==> config.mk <==
export PLATFORM = sky130hd
export DESIGN_NAME = mem_stage_lsu
export DESIGN_NICKNAME = d
export VERILOG_FILES = /design/src/rtl/mem_stage_lsu.sv
export SDC_FILE = /design/constraint.sdc
export NUM_CORES = 1
export LEC_CHECK = 0
export CORE_MARGIN = 2
export CORE_UTILIZATION = 35
export DETAILED_ROUTE_END_ITERATION = 12
export GPL_TIMING_DRIVEN = 0
export PLACE_DENSITY = 0.87
export REMOVE_ABC_BUFFERS = 1
export SLEW_MARGIN = 20
export SYNTH_ARGS = -nofsm -noshare
export SYNTH_HDL_FRONTEND = slang
export SYNTH_SLANG_ARGS = --single-unit
==> constraint.sdc <==
create_clock -name clk -period 5.1 [get_ports clk]
set_clock_uncertainty 0.05 [all_clocks]
set_input_delay 1.02 -clock clk [delete_from_list [all_inputs] [get_ports clk]]
set_output_delay 1.02 -clock clk [all_outputs]
set_load 0.005 [all_outputs]
==> src/rtl/mem_stage_lsu.sv <==
`timescale 1ns/1ps
// MEM-stage load/store unit: decodes the EX/MEM register, runs a req/gnt/rvalid
// data-memory access, formats load data for MEM/WB and stalls until done.
module mem_stage_lsu #(
  parameter int unsigned XLEN = 32
) (
  input  logic            clk,
  input  logic            rst,
  input  logic [XLEN-1:0] alu_q,
  input  logic [XLEN-1:0] rd2q,
  input  logic [XLEN-1:0] instq1,
  output logic            dmem_req,
  output logic            dmem_we,
  output logic [XLEN-1:0] dmem_addr,
  output logic [3:0]      dmem_be,
  output logic [XLEN-1:0] dmem_wdata,
  input  logic            dmem_gnt,
  input  logic            dmem_rvalid,
  input  logic [XLEN-1:0] dmem_rdata,
  output logic [XLEN-1:0] load_data,
  output logic            stall,
  output logic            mem_fault
);

  localparam logic [6:0] OPC_LOAD  = 7'b0000011;
  localparam logic [6:0] OPC_STORE = 7'b0100011;

  typedef enum logic [1:0] {
    S_IDLE = 2'd0,
    S_REQ  = 2'd1,
    S_WAIT = 2'd2,
    S_DONE = 2'd3
  } state_e;

  state_e state_q, state_d;
  logic [XLEN-1:0] load_data_q, load_data_d;

  logic [6:0]      opcode;
  logic [2:0]      funct3;
  logic [1:0]      a;
  logic            is_load, is_store, memop;
  logic            illegal_f3, misaligned, fault_raw, memop_ok;
  logic [3:0]      be_st;
  logic [XLEN-1:0] wdata_st;
  logic [XLEN-1:0] lane;
  logic [XLEN-1:0] load_fmt;
  logic            unused_inst;

  assign unused_inst = ^{instq1[31:15], instq1[11:7]};

  // Decode and fault detection
  always_comb begin
    opcode   = instq1[6:0];
    funct3   = instq1[14:12];
    a        = alu_q[1:0];
    is_load  = (opcode == OPC_LOAD);
    is_store = (opcode == OPC_STORE);
    memop    = is_load || is_store;

    illegal_f3 = 1'b0;
    if (is_load) begin
      illegal_f3 = !(funct3 == 3'b000 || funct3 == 3'b001 || funct3 == 3'b010 ||
                     funct3 == 3'b100 || funct3 == 3'b101);
    end else if (is_store) begin
      illegal_f3 = !(funct3 == 3'b000 || funct3 == 3'b001 || funct3 == 3'b010);
    end

    misaligned = ((funct3[1:0] == 2'b01) && a[0]) ||
                 ((funct3[1:0] == 2'b10) && (a != 2'b00));
    fault_raw  = memop && (misaligned || illegal_f3);
    memop_ok   = memop && !fault_raw;
  end

  // Store byte enables and lane-replicated write data
  always_comb begin
    be_st    = 4'b0000;
    wdata_st = '0;
    case (funct3[1:0])
      2'b00: begin
        be_st    = 4'b0001 << a;
        wdata_st = {4{rd2q[7:0]}};
      end
      2'b01: begin
        be_st    = 4'b0011 << a;
        wdata_st = {2{rd2q[15:0]}};
      end
      2'b10: begin
        be_st    = 4'b1111;
        wdata_st = rd2q;
      end
      default: begin
        be_st    = 4'b0000;
        wdata_st = '0;
      end
    endcase
  end

  // Load lane select and sign/zero extension
  always_comb begin
    lane     = dmem_rdata >> {a, 3'b000};
    load_fmt = dmem_rdata;
    case (funct3)
      3'b000:  load_fmt = {{(XLEN-8){lane[7]}}, lane[7:0]};
      3'b001:  load_fmt = {{(XLEN-16){lane[15]}}, lane[15:0]};
      3'b100:  load_fmt = {{(XLEN-8){1'b0}}, lane[7:0]};
      3'b101:  load_fmt = {{(XLEN-16){1'b0}}, lane[15:0]};
      default: load_fmt = dmem_rdata;
    endcase
  end

  // State register and load result register
  always_ff @(posedge clk) begin
    if (rst) begin
      state_q     <= S_IDLE;
      load_data_q <= '0;
    end else begin
      state_q     <= state_d;
      load_data_q <= load_data_d;
    end
  end

  // Next-state logic
  always_comb begin
    state_d     = state_q;
    load_data_d = load_data_q;
    case (state_q)
      S_IDLE: begin
        if (memop_ok) begin
          if (dmem_gnt) state_d = is_store ? S_DONE : S_WAIT;
          else          state_d = S_REQ;
        end
      end
      S_REQ: begin
        if (dmem_gnt) state_d = is_store ? S_DONE : S_WAIT;
      end
      S_WAIT: begin
        if (dmem_rvalid) begin
          load_data_d = load_fmt;
          state_d     = S_DONE;
        end
      end
      S_DONE:  state_d = S_IDLE;
      default: state_d = S_IDLE;
    endcase
  end

  // Output logic; reset forces the memory port and pipeline controls quiet
  always_comb begin
    dmem_req   = 1'b0;
    dmem_we    = 1'b0;
    dmem_be    = 4'b0000;
    dmem_wdata = '0;
    stall      = 1'b0;
    mem_fault  = 1'b0;
    dmem_addr  = {alu_q[XLEN-1:2], 2'b00};
    if (!rst) begin
      mem_fault = fault_raw;
      stall     = memop_ok && (state_q != S_DONE);
      case (state_q)
        S_IDLE:  dmem_req = memop_ok;
        S_REQ:   dmem_req = 1'b1;
        default: dmem_req = 1'b0;
      endcase
      if (memop_ok && is_store) begin
        dmem_we    = 1'b1;
        dmem_be    = be_st;
        dmem_wdata = wdata_st;
      end
    end
  end

  assign load_data = load_data_q;

endmodule

**Word level (Yosys, flattened, before mapping)**

Index checks and enable logic that the tools add are counted.
Widths: inputs -> output; s select.

- Bits in registers: 34
- Word-level logic and storage cells: 63
- Output and inout port bits: 104

- Muxes and demuxes: 21
- Shift operators: 3
- Eq/ne operators: 15
- Reductions and logical operators: 22

Operator list:

| cell | number |
|---|---|
| $pmux 32 s4 | 1 |
| $pmux 32 s3 | 1 |
| $mux 32 | 2 |
| $shr 32x5->16 | 1 |
| $pmux 4 s3 | 1 |
| $mux 1 | 8 |
| $mux 2 | 4 |
| $mux 4 | 2 |
| $ne 2x2->1 const B | 4 |
| $pmux 2 s4 | 1 |
| $eq 7x2->1 const B | 1 |
| $eq 7x6->1 const B | 1 |
| $logic_or 1x1->1 | 7 |
| $eq 2x2->1 const B | 3 |
| $eq 3x3->1 const B | 2 |
| $logic_and 1x1->1 | 6 |
| $eq 2x1->1 const B | 2 |
| $logic_not 2->1 | 2 |
| $shl 1x2->4 const A | 1 |
| $shl 2x2->4 const A | 1 |
| $eq 3x1->1 const B | 1 |
| $eq 3x2->1 const B | 1 |
| $logic_not 1->1 | 3 |
| $logic_not 3->1 | 1 |
| 4 further kinds | 4 |

**Depth between registers and ports, before layout**

- Word-level depth: 14
- Gate-level depth with buffers: 7
- Mapped depth without buffers: 6

**Least setup slack after synthesis**

No wires, ideal clock.

- Path type: input to output
- Start point: in instq1[4]
- End point: out dmem_be[1]
- Stages: 6
- Path slack: 1.797 ns
- Arrival: 2.233 ns
- Cell sequence: nor4bb_1 -> and2_1 -> nand4b_1 -> buf_2 -> buf_1 -> a21oi_1

- Word-level cells in the longest chain between the ends: 10
- Elaborated cells on any way between the ends: 12
- Classes of those cells: eq/ne: 2; mux: 4; reduce/logical: 6

Ends and longest elaborated chain:

| what | line | source |
|---|---|---|
| start, declared | 11 | `input logic [XLEN-1:0] instq1,` |
| $eq 7x6->1 | 57 | `is_store = (opcode == OPC_STORE);` |
| $mux 1 | 64 | `end else if (is_store) begin` |
| $mux 1 | 61 | `if (is_load) begin` |
| $logic_or 1x1->1 | 70 | `fault_raw = memop && (misaligned \|\| illegal_f3);` |
| $logic_and 1x1->1 | 70 |  |
| $logic_not 1->1 | 71 | `memop_ok = memop && !fault_raw;` |
| $logic_and 1x1->1 | 71 |  |
| $logic_and 1x1->1 (*) | 164 | `if (memop_ok && is_store) begin` |
| $mux 4 (*) | 164 |  |
| $mux 4 (*) | 156 | `if (!rst) begin` |
| end, declared | 15 | `output logic [3:0] dmem_be,` |

Every way passes the cells marked *; elsewhere a longest branch is shown, timed or not.

**Worst setup path after layout**

- Start point: in instq1[12]
- End point: out dmem_wdata[4]

- Word-level cells in the longest chain between the ends: 14
- Elaborated cells on any way between the ends: 27
- Classes of those cells: eq/ne: 6; mux: 5; reduce/logical: 16

Ends and longest elaborated chain:

| what | line | source |
|---|---|---|
| $eq 3x1->1 or $logic_not 3->1 (tied branches) | 62, 65 |  |
| $logic_or 1x1->1 (2 in series) | 62, 65 |  |
| $logic_or 1x1->1 | 62 | `illegal_f3 = !(funct3 == 3'b000 \|\| funct3 == 3'b001 \|\| funct3 == 3'b010 \|\|` |
| $logic_or 1x1->1 | 63 | `funct3 == 3'b100 \|\| funct3 == 3'b101);` |
| $logic_not 1->1 | 62 |  |
| $mux 1 | 61 |  |
| $logic_or 1x1->1 | 70 |  |
| $logic_and 1x1->1 | 70 |  |
| $logic_not 1->1 | 71 |  |
| $logic_and 1x1->1 | 71 |  |
| $logic_and 1x1->1 | 164 |  |
| $mux 32 (*) | 164 |  |
| $mux 32 (*) | 156 |  |
| end, declared | 16 | `output logic [XLEN-1:0] dmem_wdata,` |

Marks and branches as above.

==> summary.md <==
| Metric | Value |
|---|---|
| Setup_tns | 0 ns |
| I/O Buffers | between 150 and 200 |
| Vias in the first global route | between 3000 and 4000 |
| Lkg Pwr | 1.54 nW |
| CP required | 4.03 ns |
| Fmax | 207 MHz |
| Place WS | -1.02 ns |
| Vias post-DR | 3286 |
| Sw Ratio | 0.297 |
| Maximum clock path buffer count | 2 |
| Vias/cell | 5.61 |
| Antenna fix cells | 0 |
| Final setup vio count | 0 |
| PwrDens | 251 nW/µm² |
| Status | finished, final reports clean |
| Core box area | 7690 µm² |
| Clk network pwr share | 0.292 |
| Crit Path Max Fanout | 24 |
| Gp weighted congestion | 0.940 |
| Number of buffers created by CTS | 5 |
| Nets | 619 |
| Worst-path clk slew | 0.07 ns |
| Unrepaired setup endpoints after global routing | false |
| Hold Path Stages | 2 |
| Fin. Hold Viols | 0 |
| Clock Latency Late Sink | just under 0.3 ns |
| Die width | a little over 90 µm |
| Synth Register Bits | 34 |
| DRC Markers | 0 |
| Detailed Place HPWL | ~8400 µm |
| CP startpoint kind | input port |
| Crit Path Class | input port to primary output |
| Seq/Total Area, Yosys | 0.245 |
| Ranking of synthesized cells by area | dfxtp_1 (25%), buf_4 (8.9%), nand2_1 (8.0%) |
| Fin crit share | 0.949 |
| 1st-iter DRT viols | 241 |
| Worst Reg-to-Reg Cells | 4 |
| Minimum clock period | between 4 and 5 ns |
| Synth warn | 0 |
| Cells after Synth | 378 |
| Grt ovf | 0 |
| Final WL | 11400 µm |
| H-Tree Depth | 2 |
| Clock Sinks | 34 |
| I/O pin total | ~240 |
| Post-DRT Antenna Nets | 0 |
| Root Buffer | clkbuf_8 |
| Final design utilization | 0.552 |
| Initial antenna violation count | 0 |
| Power Internal | 748 µW |
| Post-synth top area share | 0.245 |
| Net Switching | 317 µW |
| Comb pwr share | 0.383 |
| Hold_buf cts | 0 |
| Layout cells sized above 1 | 0.0723 |
| Synth-to-Final Area Change | 52.8% |
| Final Max Slew Viols | 0 |
| Yosys cell types | 41 |
| Std-Cell Rows | 32 |
| CTS tree | yes |
| GRT Util Overall | 0.258 |
| Slew @ Worst Pin | ~1.2 ns |
| HP Class | flop to flop |
| Crit path DAT | roughly 3.8 ns |
| Routed len/inst | 19.5 µm |
| Effective utilization at floorplan | 0.361 |
| Sequential share of power | 0.326 |
| Worst ir drop on vdd | 0.133 mV |
| Area of the mapped netlist | 2780 µm² |
| First-pass GRT wire length | 17300 µm |
| Die H | approximately 93 µm |
| Total power draw | 1.06 mW |
| Cell taking the most area after synthesis | dfxtp_1 |
| Final hold slack | 0.403 ns |
| Post-Syn Area per Cell | 7.34 µm² |
| Slew margin rel. | 0.223 |
| Largest net degree at the start of global routing | 42 |
| CP Capture Type | primary output |
| Post-route worst setup slack | 0.259 ns |
| TritonRoute pass-1 iters | 5 |
| Die area | 8660 µm² |
| Max Cap Viol | 0 |
==> cells in the final DEF, fill, tap and decap left out, types with 2 or more instances in the layout <==
cell type          n
buf_4              8
mux2i_1           16
nor3_1             2
and2_1            10
a211oi_1          17
nand2_1           59
dfxtp_1           34
or3_1              2
mux2_2            11
nand4b_1           2
a311oi_1           3
nor3b_1            2
a2bb2oi_1          7
conb_1             2
nand2b_1           4
a31oi_1            2
mux4_2             2
inv_1             13
bufinv_16          2
ha_1               4
o22ai_1            7
buf_2              3
a22oi_1            9
o221ai_1          14
o21ai_0            2
dlygate4sd2_1      2
a221oi_1           2
clkbuf_8           6
a21oi_1           40
nor2_1            39
clkdlybuf4s50_1  146
==> synth_stat cells, drive strengths merged <==
master	count
a2bb2oi	7
o211ai	1
nor3b	2
a31oi	2
nor4	1
clkbuf	22
nor2	40
dfxtp	34
nor3	2
and2	10
nand2	59
a211oi	17
mux4	2
nand3	1
or3	2
ha	4
mux2i	16
nand3b	1
a221oi	2
nand4b	1
a311oi	3
inv	13
o22ai	7
a21boi	1
o21bai	1
o221ai	14
mux2	11
buf	41
o21ai	2
a22oi	9
nor2b	1
a211o	1
or2	1
nand2b	4
a21oi	41
conb	1
nor4bb	1
==> registers in the layout, summed over array words and instances, names as in the netlist <==
signal	flops
load_data	32
state_q	2
==> metrics by stage <==
stage          cells  instance area (µm²)
5_1_grt          586                 4240
4_1_cts          584                 4220
6_report         586                 4240
3_3_place_gp     569                 4040
3_5_place_dp     569                 4030
2_1_floorplan    316                 2400
==> metal layers <==
layer / vias to the layer above / part of all wire / track usage / wire (µm)
met2: 237 / 0.46 / 0.413 / 5210
met1: 1505 / 0.39 / 0.298 / 4460
met3: 27 / 0.12 / 0.122 / 1350
met4: 2 / 0.029 / 0.0919 / 334
met5: - / 0.0038 / 0.0513 / 43
li1: 1515 / - / - / -
==> worst max-delay path: stages <==
cell and delay, ns:
dlygate4sd2_1 0.97, a221oi_1 0.22, or2_2 0.43, nand4b_1 0.14, buf_4 0.18, inv_1 0.15, and2_1 0.20, clkdlybuf4s50_1 0.46
==> path summary, 6_finish.rpt <==
kind,startpoint,endpoint,slack (ns)
worst max-delay path,instq1[12],dmem_wdata[4],0.26
worst min register to register,load_data[0]$_SDFFE_PP0P_,load_data[0]$_SDFFE_PP0P_,0.40
worst max register to register,state_q[1]$_SDFFE_PP0P_,load_data[10]$_SDFFE_PP0P_,2.88
worst min-delay path,load_data[0]$_SDFFE_PP0P_,load_data[0]$_SDFFE_PP0P_,0.40
==> power groups by stage <==
stage	Combinational (mW)	Sequential (mW)	Clock, mW
2_1_floorplan	0.176	0.353	0
3_3_place_gp	0.393	0.350	0
3_5_place_dp	0.403	0.353	0
4_1_cts	0.406	0.348	0.314
5_1_grt	0.448	0.354	0.326
6_report	0.407	0.347	0.310
==> area by class of cell <==
class	instances	area (µm²)
Clock inverter	2	60.1
Multi-Input combinational cell	270	1690
Tap cell	102	128
Sequential cell	34	681
Timing Repair Buffer	159	1550
Fill cell	720	3450
Clock buffer	6	82.6
Inverter	13	48.8
==> logic make-up (layout without fill, tap and decap cells) <==
| group | Yosys count | count (layout) | share of synthesized area |
|---|---|---|---|
| and+or+nand+nor | 126 | 127 | 0.197 |
| buffers and inverters | 76 | 180 | 0.154 |
| adders and majority gates | 4 | 4 | 0.0180 |
| AOI/OAI and AO/OA | 108 | 108 | 0.266 |
| DFF | 34 | 34 | 0.245 |
| muxes | 29 | 29 | 0.119 |
| other | 1 | 2 | 0.00135 |
==> repair_timing <==
item | CTS | global route
setup endpoints to repair | 37 | 18
gates resized for setup | 2 | 1
buffers inserted | 6 | 2
cloned | 1 | 0
(Power assumes the default switching activity.)
